--- src/rtl/div_seq_pkg.sv ---
// Shared constants for the multi-cycle divide sequencer:
// FSM encodings and iteration counter sizing.
package div_seq_pkg;

    localparam int STATE_W = 3;

    localparam logic [STATE_W-1:0] S_IDLE = 3'd0;
    localparam logic [STATE_W-1:0] S_PREP = 3'd1;
    localparam logic [STATE_W-1:0] S_CALC = 3'd2;
    localparam logic [STATE_W-1:0] S_FIX  = 3'd3;
    localparam logic [STATE_W-1:0] S_DONE = 3'd4;

    function automatic int cnt_width(input int width);
        return $clog2(width) + 1;
    endfunction

endpackage

--- src/rtl/div_step.sv ---
// One restoring-division iteration: shift {rem, quo} left,
// trial-subtract the divisor magnitude, keep on no borrow.
module div_step #(
    parameter int WIDTH = 32
) (
    input  logic [WIDTH-1:0] rem,
    input  logic [WIDTH-1:0] quo,
    input  logic [WIDTH-1:0] dvs,
    output logic [WIDTH-1:0] rem_next,
    output logic [WIDTH-1:0] quo_next
);

    // The shifted partial remainder can reach 2*dvs-1, so it needs WIDTH+1 bits.
    logic [WIDTH:0] shifted;
    logic [WIDTH:0] diff;
    logic           borrow;

    assign shifted  = {rem, quo[WIDTH-1]};
    assign diff     = shifted - {1'b0, dvs};
    assign borrow   = diff[WIDTH];
    assign rem_next = borrow ? shifted[WIDTH-1:0] : diff[WIDTH-1:0];
    assign quo_next = {quo[WIDTH-2:0], ~borrow};

endmodule

--- src/rtl/div_seq.sv ---
// Multi-cycle signed/unsigned divide sequencer for EX; stalls the
// pipeline while iterating and pulses result_valid for one cycle.
module div_seq
    import div_seq_pkg::*;
#(
    parameter int WIDTH = 32
) (
    input  logic             clk,
    input  logic             rst,
    input  logic             flush,
    input  logic             start,
    input  logic             is_signed,
    input  logic [WIDTH-1:0] dividend,
    input  logic [WIDTH-1:0] divisor,
    output logic             stallreq_for_ex,
    output logic             result_valid,
    output logic [WIDTH-1:0] quotient,
    output logic [WIDTH-1:0] remainder
);

    localparam int CNT_W = cnt_width(WIDTH);
    localparam logic [CNT_W-1:0] LAST = CNT_W'(WIDTH - 1);

    logic [STATE_W-1:0] state;
    logic [CNT_W-1:0]   cnt;
    logic [WIDTH-1:0]   part_rem;
    logic [WIDTH-1:0]   part_quo;
    logic [WIDTH-1:0]   dvs_mag;
    logic               neg_quo;
    logic               neg_rem;

    logic               a_neg;
    logic               b_neg;
    logic [WIDTH-1:0]   a_mag;
    logic [WIDTH-1:0]   b_mag;
    logic [WIDTH-1:0]   rem_next;
    logic [WIDTH-1:0]   quo_next;

    assign a_neg = is_signed & dividend[WIDTH-1];
    assign b_neg = is_signed & divisor[WIDTH-1];
    assign a_mag = a_neg ? -dividend : dividend;
    assign b_mag = b_neg ? -divisor : divisor;

    div_step #(.WIDTH(WIDTH)) u_step (
        .rem      (part_rem),
        .quo      (part_quo),
        .dvs      (dvs_mag),
        .rem_next (rem_next),
        .quo_next (quo_next)
    );

    assign stallreq_for_ex = !flush
        && ((state == S_IDLE && start)
            || state == S_PREP
            || state == S_CALC
            || state == S_FIX);

    assign result_valid = (state == S_DONE);

    always_ff @(posedge clk or negedge rst) begin
        if (!rst) begin
            state     <= S_IDLE;
            cnt       <= '0;
            part_rem  <= '0;
            part_quo  <= '0;
            dvs_mag   <= '0;
            neg_quo   <= 1'b0;
            neg_rem   <= 1'b0;
            quotient  <= '0;
            remainder <= '0;
        end else if (flush) begin
            state <= S_IDLE;
        end else begin
            case (state)
                S_IDLE: begin
                    if (start) state <= S_PREP;
                end
                S_PREP: begin
                    part_rem <= '0;
                    part_quo <= a_mag;
                    dvs_mag  <= b_mag;
                    neg_quo  <= a_neg ^ b_neg;
                    neg_rem  <= a_neg;
                    cnt      <= '0;
                    if (divisor == '0) begin
                        quotient  <= '1;
                        remainder <= dividend;
                        state     <= S_DONE;
                    end else begin
                        state <= S_CALC;
                    end
                end
                S_CALC: begin
                    part_rem <= rem_next;
                    part_quo <= quo_next;
                    cnt      <= cnt + CNT_W'(1);
                    if (cnt == LAST) state <= S_FIX;
                end
                S_FIX: begin
                    quotient  <= neg_quo ? -part_quo : part_quo;
                    remainder <= neg_rem ? -part_rem : part_rem;
                    state     <= S_DONE;
                end
                S_DONE: begin
                    state <= S_IDLE;
                end
                default: begin
                    state <= S_IDLE;
                end
            endcase
        end
    end

endmodule
--- config.mk ---
export PLATFORM = sky130hd
export DESIGN_NAME = div_seq
export DESIGN_NICKNAME = d
export VERILOG_FILES = /design/src/rtl/div_seq_pkg.sv /design/src/rtl/div_step.sv /design/src/rtl/div_seq.sv
export SDC_FILE = /design/constraint.sdc
export NUM_CORES = 1
export LEC_CHECK = 0
export ABC_CLOCK_PERIOD_IN_PS = 4100
export BUFFER_PORTS_ARGS = -buffer_cell sky130_fd_sc_hd__buf_4
export CAP_MARGIN = 20
export CORE_AREA = 2 2 145 147
export DETAILED_ROUTE_END_ITERATION = 16
export DIE_AREA = 0 0 147 149
export PLACE_DENSITY_LB_ADDON = 0.25
export SETUP_SLACK_MARGIN = 0.5
export SLEW_MARGIN = 25
export SYNTH_ARGS = -nofsm -noshare
export SYNTH_HDL_FRONTEND = slang
export SYNTH_SLANG_ARGS = --single-unit
--- constraint.sdc ---
create_clock -name clk -period 4.1 [get_ports clk]
set_input_delay 0.82 -clock clk [delete_from_list [all_inputs] [get_ports clk]]
set_output_delay 0.82 -clock clk [all_outputs]
set_load 0.02 [all_outputs]
# ---- After elaboration in Yosys (flattened, before gate mapping)
# Cells that the tools add are included.
dict set report word_totals {
  elab_cells 59
  input_bits 69
  reg_bits 171
  output_inout_bits 66
}
dict set report classes {
  n_bitwise 5
  eq_ne 8
  add_sub_neg 6
  reduce_logical 14
  n_mux 17
}
# operator n
set op_table {}
lappend op_table {{32-bit one-hot mux with 2 select lines} 4}
lappend op_table {{32-bit two-way mux} 7}
lappend op_table {{32-bit negation} 4}
lappend op_table {{33-bit by 32-bit subtractor with 33-bit output} 1}
lappend op_table {{32-bit logical NOT} 1}
lappend op_table {{3-bit two-way mux} 4}
lappend op_table {{3-bit one-hot mux with 4 select lines} 1}
lappend op_table {{6-bit one-hot mux with 2 select lines} 1}
lappend op_table {{6-bit by 1-bit adder with 6-bit output, second input constant} 1}
lappend op_table {{3-bit by 2-bit equality test with 1-bit output, second input constant} 2}
lappend op_table {{6-bit by 5-bit equality test with 1-bit output, second input constant} 1}
lappend op_table {{2-bit AND reduction} 3}
lappend op_table {{2-bit nonzero test} 2}
lappend op_table {{3-bit by 1-bit equality test with 1-bit output, second input constant} 1}
lappend op_table {{3-bit equality test, second input constant} 1}
lappend op_table {{3-bit logical NOT} 1}
lappend op_table {{1-bit logical OR} 3}
lappend op_table {{3-bit by 2-bit inequality test with 1-bit output, second input constant} 1}
lappend op_table {{3-bit inequality test, second input constant} 1}
lappend op_table {{3-bit AND reduction} 1}
lappend op_table {{1-bit bitwise AND} 2}
lappend op_table {{1-bit logical AND} 2}
lappend op_table {{2-bit by 1-bit inequality test with 1-bit output, second input constant} 1}
lappend op_table {{1-bit inverter} 2}
lappend op_table {{2 further kinds} 2}

# ---- Depth between registers and ports, before layout
dict set report logic_depth {
  ltp_word 6
  depth_mapped 14
  ltp_nobuf 12
}

# ---- By module
# A second synthesis with hierarchy kept.
dict set report hier_totals {
  cells_unflattened 1467
  hier_area_um2 12314.3
}
# module n_inst seq_area_each_um2 cells_per_inst area_each_um2
set by_module_without_submodules {}
lappend by_module_without_submodules {div_seq 1 4279.1 1131 9723.1}
lappend by_module_without_submodules {div_step 1 0.0 336 2591.2}

# ---- Least setup slack after synthesis
# No wires, ideal clock.
dict set report synth_timing {
  path_type {reg2reg}
  startpoint {reg part_quo[31]}
  endpoint {reg part_rem[13]}
  slack_ns 0.667
  stages_incl_launch_ff 15
  t_arrival_ns 3.299
  setup_ns 0.134
  period_less_slack_ns 3.433
  required_ns 3.966
  path_cell_list {dfrtp_1 -> inv_1 -> ha_1 -> fa_1 -> nand2b_1 -> a21o_1 -> a21o_1 -> o31a_1 -> a211o_1 -> a21o_1 -> a211oi_1 -> buf_2 -> buf_2 -> mux2i_1 -> o21ai_0}
}
dict set report synth_between {
  elab_chain_cells 3
}
# element line_no
set synth_lines {}
lappend synth_lines {{start: declaration} div_seq.sv:27} ;# logic [WIDTH-1:0] part_quo;
lappend synth_lines {{start signal: assignment} div_seq.sv:80} ;# part_quo <= a_mag;
lappend synth_lines {{start signal: assignment} div_seq.sv:95} ;# part_quo <= quo_next;
lappend synth_lines {{33-bit by 32-bit subtractor with 33-bit output} div_step.sv:19} ;# assign diff = shifted - {1'b0, dvs};
lappend synth_lines {{32-bit two-way mux} div_step.sv:21} ;# assign rem_next = borrow ? shifted[WIDTH-1:0] : diff[WIDTH-1:0];
lappend synth_lines {{32-bit one-hot mux with 2 select lines} div_seq.sv:74} ;# case (state)
lappend synth_lines {{end signal: assignment} div_seq.sv:94} ;# part_rem <= rem_next;
lappend synth_lines {{end: declaration} div_seq.sv:26} ;# logic [WIDTH-1:0] part_rem;
# No other way between the ends.
# A chain may end at the register's enable or synchronous reset.

# ---- Worst setup path in the final report
dict set report layout_timing {
  startpoint {reg part_quo[31]}
  endpoint {reg part_rem[26]}
}
# The elaborated chain is that of the path after synthesis.

==> flow_metrics.tcl <==
set metrics [dict create \
    status "complete, no violations" \
    power.internal_mw 5.27 \
    io_buffers 134 \
    synth_top_cells_by_area "dfrtp_1 (38%), o21ai_0 (7.5%), nand2_1 (6.6%), a21oi_1 (6.5%), xor2_1 (6.5%)" \
    leakagePower_nw 6.35 \
    hold_ws_ns 0.431 \
    dp_slack_ns 0.265 \
    routabilityCongestion 0.903 \
    syn_area_um2 11400 \
    die_h_um 149 \
    yosysWarnings 0 \
    crit_path_end_kind "flop" \
    drt_wl_total_mm 29.2 \
    timing.final.hold_violations 0 \
    hold_class "input port to async pin" \
    diodes 0 \
    reg2reg_from "part_quo[31]$_DFFE_PN0P_" \
    syn_area_per_cell_um2 8.12 \
    critPathKind "flop to flop" \
    tns_ns 0 \
    antenna_found_initial 0 \
    grt_usage 0.268 \
    switchingPower_mw 4.10 \
    finish.utilization 0.656 \
    setup_viol 0 \
    first_pass_iters 7 \
    start_util 0.555 \
    synth_top_cell_by_area "dfrtp_1" \
    place_hpwl_mm 22.0 \
    finalClockSkew_ns 0.00898 \
    grt_overflow 0 \
    dieArea_um2 21900 \
    drc 0 \
    combinationalPowerShare 0.513 \
    clock-root-buffer "clkbuf_16" \
    start_kind "flop" \
    num_io_pins 135 \
    ys_seq_area_frac 0.375 \
    drive_above_1_share 0.146 \
    cp.arrival_ns 3.87 \
    power_mw 9.37 \
    p_per_area_nw_per_um2 695 \
    ys_types 65 \
    cts_buffer_depth 2 \
    core_area_um2 20600 \
    syn_nets 1512 \
    peakVddDrop_mv 0.372 \
    setup_ws_ns 0.538 \
    clkLatencyLatePin_ns 0.44 \
    grt_setup_unrepaired "yes" \
    core.rowCount 53 \
    swShare 0.437 \
    place_inst 1774 \
    fin_nets 1633 \
    final_max_slew_viol_count 0 \
    ys_ff_latch 171 \
    worstMarginPinSlew_ns 0.903 \
    h-tree-depth 4 \
    path_max_fanout 8 \
    cts_tree "done" \
    vias_per_cell 5.74 \
    post_dp_cell_area_um2 12800 \
    cts_buffers 17 \
    final_area_um2 13500 \
    fmax_ghz 0.281 \
    post-route-min-period_ns 3.56 \
    fin_cells 1814 \
    fin_crit_sh 0.869 \
    drtIter0Drc 730 \
    clkTransAtPathRegs_ns 0.07 \
    relSlewSlack 0.398 \
    grt_start_max_net_pins 84 \
    area_growth_pct 18.2 \
    dr_total_vias 10400 \
    grt_pass1_wl_mm 47.8 \
    netlist_instances 1405 \
    synth_edf_count 0 \
    ant_nets 0 \
    grt_pass1_vias 9759 \
    yosysTopAreaCellShare 0.375 \
    maxCapViolations 0 \
    die_w_um 147 \
    clock-sinks 171 \
    p_clk_frac 0.166 \
    critPathRequiredTime_ns 4.41 \
    cts.hold.buffers_added 0 \
    routedWlPerCell_um 16.1 \
    synth_async_sr_flop_share 1.00 \
    share_seq_of_total_power 0.321 \
    synth_flop_cell "dfrtp_1" \
    startpoint "part_quo[31]$_DFFE_PN0P_" \
]
==> registers in the layout (all words and copies together), names as in the netlist <==
register   count
neg_rem        1
cnt            6
quotient      32
dvs_mag       32
state          3
part_rem      32
remainder     32
part_quo      32
neg_quo        1
==> layout by cell type (no fill, tap or decap), types with 17 or more instances in the layout <==
master,n
a21oi_1,149
buf_4,164
clkbuf_16,18
dfrtp_1,170
ha_1,36
inv_1,50
mux2i_1,33
nand2_1,201
nor2_1,133
nor3_1,17
nor4_1,19
o21ai_0,172
o31ai_1,26
or4_1,18
xnor2_1,56
xor2_1,85
==> kinds of logic (layout without fill, tap and decap cells) <==
kind of cell / count (synthesis) / in the layout / synth area share
xor+xnor: 141 / 141 / 0.108
compound gates: 432 / 432 / 0.219
flops: 171 / 171 / 0.375
buf+inv: 121 / 255 / 0.0406
fa+ha+maj: 38 / 38 / 0.0424
mux: 34 / 34 / 0.0300
simple gates: 468 / 468 / 0.185
==> area by class of cell <==
cell class / count / area [um^2]
Fill cell: 1777 / 7080
Multi-Input combinational cell: 1113 / 6740
Sequential cell: 171 / 4280
Timing Repair Buffer: 171 / 1360
Clock buffer: 19 / 443
Tap cell: 275 / 344
Inverter: 52 / 195
Clock inverter: 13 / 118
==> timing repair <==
| action | CTS | global route |
|---|---|---|
| setup buffers | 3 | 4 |
| gates resized for setup | 4 | 6 |
| cloned | 0 | 1 |
| setup endpoints to repair | 33 | 31 |
| endpoints found under the hold margin | 0 | 0 |
| pin swaps | 1 | 10 |
==> synthesized netlist by cell type, drive strengths merged (7+ instances only) <==
master and n:
nand4 7, o41ai 13, nand2 201, or3 14, a21oi 149, inv 52, clkbuf 60, nor2 134
o21ai 176, nand2b 16, o31ai 27, dfrtp 171, a21o 14, a31oi 7, nor3 17, nand3 10
xnor2 56, buf 9, or4 19, ha 37, xor2 85, nor4 20, mux2i 33
==> power groups by stage <==
stage | clock, mW | sequential [mW] | combinational, mW
detailed placement | 0 | 3.02 | 4.61
CTS | 1.57 | 3.00 | 4.69
floorplan | 0 | 3.17 | 2.98
global route | 1.64 | 3.11 | 5.35
global placement | 0 | 2.99 | 4.53
finish | 1.56 | 3.01 | 4.80
==> path summary, 6_finish.rpt <==
check	to	slack, ns	cells past startpoint
min in group clk	dvs_mag[13]$_DFFE_PN0P_	0.48	2
max in group asynchronous	part_rem[0]$_DFFE_PN0P_	2.77	2
max reg2reg	part_rem[26]$_DFFE_PN0P_	0.54	15
min reg2reg	dvs_mag[13]$_DFFE_PN0P_	0.48	2
min	quotient[27]$_DFFE_PN0P_	0.43	1
max	part_rem[26]$_DFFE_PN0P_	0.54	15
==> routing by layer <==
metal	part of all wire	GRT usage	wire length (um)	up-vias
met4	0.019	0.0861	553	0
li1	-	-	-	5182
met1	0.44	0.356	12800	4853
met2	0.49	0.458	14200	333
met3	0.057	0.0370	1670	40
met5	0	0	0	-
==> worst max-delay path: stages, from the launching register on <==
cell and delay [ns]:
dfrtp_1 0.38, inv_2 0.07, ha_4 0.16, fa_2 0.36
nand2b_4 0.15, a21o_1 0.20, a21o_1 0.21, o31a_1 0.33
a211o_1 0.37, a2111oi_4 0.37, a211oi_4 0.07, buf_12 0.16
buf_4 0.14, buf_4 0.13, a32oi_1 0.23, nand2_1 0.10
(Power assumes the default switching activity.)
